[src/rtl/mc_maindec.sv]
// Multicycle main control decoder: Moore FSM sequencing fetch, decode,
// memory, ALU and writeback steps, with memready stretching memory states.
module mc_maindec (
  input  logic       clk,
  input  logic       reset,
  input  logic [5:0] op,
  input  logic       memready,
  output logic       memwrite,
  output logic       irwrite,
  output logic       pcwrite,
  output logic       branch,
  output logic       iord,
  output logic       alusrca,
  output logic [1:0] alusrcb,
  output logic [1:0] pcsrc,
  output logic       regwrite,
  output logic       regdst,
  output logic       memtoreg,
  output logic [1:0] aluop,
  output logic [3:0] state_o
);

  typedef enum logic [3:0] {
    FETCH   = 4'd0,
    DECODE  = 4'd1,
    MEMADR  = 4'd2,
    MEMRD   = 4'd3,
    MEMWB   = 4'd4,
    MEMWR   = 4'd5,
    RTYPEEX = 4'd6,
    RTYPEWB = 4'd7,
    BEQEX   = 4'd8,
    ADDIEX  = 4'd9,
    ADDIWB  = 4'd10,
    JEX     = 4'd11
  } state_t;

  localparam logic [5:0] OP_LW   = 6'b100011;
  localparam logic [5:0] OP_SW   = 6'b101011;
  localparam logic [5:0] OP_RTYP = 6'b000000;
  localparam logic [5:0] OP_BEQ  = 6'b000100;
  localparam logic [5:0] OP_ADDI = 6'b001000;
  localparam logic [5:0] OP_J    = 6'b000010;

  logic [3:0] r_state;
  logic [3:0] w_st;

  always_ff @(posedge clk) begin
    if (reset) begin
      r_state <= FETCH;
    end else begin
      case (r_state)
        FETCH:   if (memready) r_state <= DECODE;
        DECODE: begin
          case (op)
            OP_LW,
            OP_SW:   r_state <= MEMADR;
            OP_RTYP: r_state <= RTYPEEX;
            OP_BEQ:  r_state <= BEQEX;
            OP_ADDI: r_state <= ADDIEX;
            OP_J:    r_state <= JEX;
            default: r_state <= FETCH;
          endcase
        end
        MEMADR: begin
          case (op)
            OP_LW:   r_state <= MEMRD;
            OP_SW:   r_state <= MEMWR;
            default: r_state <= FETCH;
          endcase
        end
        MEMRD:   if (memready) r_state <= MEMWB;
        MEMWR:   if (memready) r_state <= FETCH;
        RTYPEEX: r_state <= RTYPEWB;
        ADDIEX:  r_state <= ADDIWB;
        default: r_state <= FETCH;
      endcase
    end
  end

  // Reset shows FETCH outputs immediately, before the edge lands
  assign w_st    = reset ? FETCH : r_state;
  assign state_o = w_st;

  always_comb begin
    memwrite = 1'b0;
    irwrite  = 1'b0;
    pcwrite  = 1'b0;
    branch   = 1'b0;
    iord     = 1'b0;
    alusrca  = 1'b0;
    alusrcb  = 2'b00;
    pcsrc    = 2'b00;
    regwrite = 1'b0;
    regdst   = 1'b0;
    memtoreg = 1'b0;
    aluop    = 2'b00;
    unique case (w_st)
      FETCH: begin
        alusrcb = 2'b01;
        irwrite = memready;
        pcwrite = memready;
      end
      DECODE: alusrcb = 2'b11;
      MEMADR,
      ADDIEX: begin
        alusrca = 1'b1;
        alusrcb = 2'b10;
      end
      MEMRD: iord = 1'b1;
      MEMWB: begin
        memtoreg = 1'b1;
        regwrite = 1'b1;
      end
      MEMWR: begin
        iord     = 1'b1;
        memwrite = 1'b1;
      end
      RTYPEEX: begin
        alusrca = 1'b1;
        aluop   = 2'b10;
      end
      RTYPEWB: begin
        regdst   = 1'b1;
        regwrite = 1'b1;
      end
      BEQEX: begin
        alusrca = 1'b1;
        aluop   = 2'b01;
        pcsrc   = 2'b01;
        branch  = 1'b1;
      end
      ADDIWB: regwrite = 1'b1;
      JEX: begin
        pcsrc   = 2'b10;
        pcwrite = 1'b1;
      end
      default: ;
    endcase
  end

endmodule

[config.mk]
export PLATFORM = sky130hd
export DESIGN_NAME = mc_maindec
export DESIGN_NICKNAME = d
export VERILOG_FILES = /design/src/rtl/mc_maindec.sv
export SDC_FILE = /design/constraint.sdc
export NUM_CORES = 1
export LEC_CHECK = 0
export ABC_AREA = 1
export BUFFER_PORTS_ARGS = -buffer_cell sky130_fd_sc_hd__buf_2
export CAP_MARGIN = 20
export CORE_MARGIN = 3
export CORE_UTILIZATION = 35
export CTS_CLUSTER_DIAMETER = 200
export DETAILED_ROUTE_END_ITERATION = 10
export PLACE_DENSITY = 0.73
export SLEW_MARGIN = 20
export SYNTH_ARGS = -nofsm -noshare
export SYNTH_HDL_FRONTEND = slang
export SYNTH_SLANG_ARGS = --single-unit
[constraint.sdc]
create_clock -name clk -period 1.3 [get_ports clk]
set_clock_uncertainty 0.15 [all_clocks]
set_input_delay 0.13 -clock clk [delete_from_list [all_inputs] [get_ports clk]]
set_output_delay 0.13 -clock clk [all_outputs]
set_load 0.01 [all_outputs]
==> impl_metrics.toml <==
[grt]
grt_pass1_wl_um = 3477
grt_start_max_net_pins = 9
grtUsageTotal_pct = 22.60
overflow = 0
grt_pass1_vias = 784
grt_antenna_before_repair = 0

[cells_and_area]
drive_gt1_share_pct = 59.28
final_cell_mix = "nand2_1, buf_4, buf_2"
final_net_count = 178
largest-register = "r_state"
largest_reg_flops = 4
fin_cells = 182
largestRegisters = "r_state x4"
syn2layout_area_growth_pct = 107.1
n_antenna_cell = 0
fillerInstances = 63
layout_commonest_cell = "nand2_1"

[logic_synthesis]
syn_area_per_cell_um2 = 5.027
synth_seq_area_share_pct = 14.22
ys_seq_elements = 4
yosysTopAreaCell = "nand2_1"
synth_top_area_share_pct = 24.00
syn_area_um2 = 563.0
synth_cells = 112
yosysWarnings = 0
yosys-top-cells-area = "nand2_1, nor2_1, dfxtp_1"
yosysUniqueCellTypes = 19
syn_nets = 121

[power]
p_int_w = 0.0003718
power_density_nw_per_um2 = 523.3
ir_drop_mv = 0.4996
seqPwrFrac_pct = 24.1
p_leak_nw = 0.6313
comb_power_share_pct = 51.8
power_w = 0.0006102
p_sw_w = 0.0002384
power.share.clock_pct = 24.1
p_sw_share_pct = 39.07

[status]
status = "finished, violations left"
violations = "negative setup slack"

[critical_path]
path_class = "flop to output pin"
cp_top_family = "buffers and inverters"
worstPathArrival_ps = 1350
slowest_stage = "dfxtp_4"
path_cells = "buf_4, nand2_2, buf_4, o22ai_1, buf_2"
cpMostUsedCell = "buf_4"
start_kind = "flop"
end_kind = "output pin"
critPathMaxStageDelay_ps = 410
crit_path_max_fanout = 6
crit_buf_inv = 3
crit_required_ps = 1020

[flow_run]
maxCapViolCount = 0

[timing]
setup_viol = 23
worst_pin_slew_ps = 361.6
rsz0062_at_grt = "true"
max_freq_mhz = 612.8
finalCritPeriodShare_pct = 125.5
whs_ps = 94.37
setup_ws_ps = -331.9
finalMaxSlewViolations = 0
period_needed_ps = 1632
finalHoldViolations = 0
slew_headroom_pct = 75.81

[place]
dp.cells = 159
place_congestion = 0.8706
io_buffers = 27
dpl.hpwl_um = 1364

[route]
ant_nets = 0
first_iter_violations = 72
dr.pass1.iters = 4
drc = 0
drt-vias-per-instance = 5.835
avgRoutedWirePerCell_um = 17.74
finalWirelength_um = 3228
dr_total_vias = 1062

[min_path]
hp-class = "primary input to flop"

[clocking]
htree_num_levels = 1
clk_pin_slew_ps = 40
clockRootBuffer = "clkbuf_4"
cts_buffers = 3
cts_tree = "yes"
cts_buffer_depth = 2
clock_sink_count = 4
clk_latency_ps = 230

[floorplan]
die_area_um2 = 2126
die-height_um = 46.11
initial_utilization_pct = 40.25
core_area_um2 = 1399
io_pins = 28
fp.dieW_um = 46.11
row_count = 13
[cells by family after synthesis]
| group | Yosys count | synth area share [%] |
|---|---|---|
| AND/OR/NAND/NOR | 86 | 67.78 |
| buffers and inverters | 16 | 11.56 |
| AO/OA/AOI/OAI | 6 | 6.444 |
| flip-flops | 4 | 14.22 |
[Yosys cell counts]
| library cell | n |
|---|---|
| and2_1 | 1 |
| buf_2 | 1 |
| o22ai_1 | 2 |
| inv_2 | 3 |
| dfxtp_1 | 4 |
| nor2_1 | 25 |
| o31ai_1 | 1 |
| nand3_2 | 1 |
| o21ai_0 | 1 |
| nand2_2 | 2 |
| a31oi_1 | 1 |
| nand3_1 | 11 |
| nor2_2 | 8 |
| buf_4 | 1 |
| nor2_4 | 1 |
| nand2_1 | 36 |
| a21oi_1 | 1 |
| inv_1 | 11 |
| nand3b_1 | 1 |
[power by group through the flow]
stage	Clock (W)	Combinational, W	Sequential [W]
5_1_grt	0.000160	0.000342	0.000147
2_1_floorplan	0	0.000111	0.000142
3_3_place_gp	0	0.000181	0.000142
6_report	0.000147	0.000316	0.000147
3_5_place_dp	0	0.000182	0.000143
4_1_cts	0.000151	0.000221	0.000145
[path summary, 6_finish.rpt]
kind	start	end	slack, ps	cells after the start
worst max-delay path	r_state[0]$_SDFFE_PP0P_	iord	-330	5
worst min-delay path	op[3]	r_state[2]$_SDFFE_PP0P_	90	5
worst max register to register	r_state[0]$_SDFFE_PP0P_	r_state[0]$_SDFFE_PP0P_	-140	9
worst min register to register	r_state[1]$_SDFFE_PP0P_	r_state[1]$_SDFFE_PP0P_	640	5
[repair_timing]
action / CTS / global route
cloned: 0 / 0
setup endpoints to repair: 19 / 22
gates resized for setup: 33 / 27
pin swaps: 6 / 18
hold buffers: 0 / 0
buffers inserted: 8 / 15
[metrics by stage]
stage | instance area [um2] | setup WS (ps) | TNS (ps) | utilization [%]
floorplan | 584.3 | 7.775 | 0 | -
detailed placement | 778.2 | -66.27 | -128.4 | 55.64
CTS | 972.2 | -200.6 | -2170 | 69.50
global route | 1166 | -398.9 | -5309 | 83.36
finish | 1166 | -331.9 | -4108 | 83.36
global placement | 778.2 | -27.36 | -56.89 | 55.64
[worst register-to-register path, stage by stage, from the launching register on]
cell and delay, ps:
dfxtp_4 410, inv_4 60, nor2_4 150, nand2_2 90, buf_6 140, nand3_4 50, nand2_2 60, nor2_2 130
nand2_1 70, nand2_1 60
[final cells by class]
type | instances | area [um2] | share of cell area, %
flip-flops and latches | 4 | 95.09 | 8.154
repair buffers | 54 | 404.1 | 34.66
multi-input cells | 92 | 560.5 | 48.07
inverters | 14 | 65.06 | 5.579
clock buffers | 3 | 22.52 | 1.931
well taps | 15 | 18.77 | 1.609
[per-layer routing]
| metal | vias up | track usage [%] | routed length (um) |
|---|---|---|---|
| met5 | - | 0 | 0 |
| met4 | 0 | 4.545 | 226 |
| met3 | 27 | 4.297 | 361 |
| met2 | 96 | 41.48 | 1528 |
| met1 | 479 | 26.74 | 1112 |
| li1 | 460 | - | - |
(Power assumes the default switching activity.)
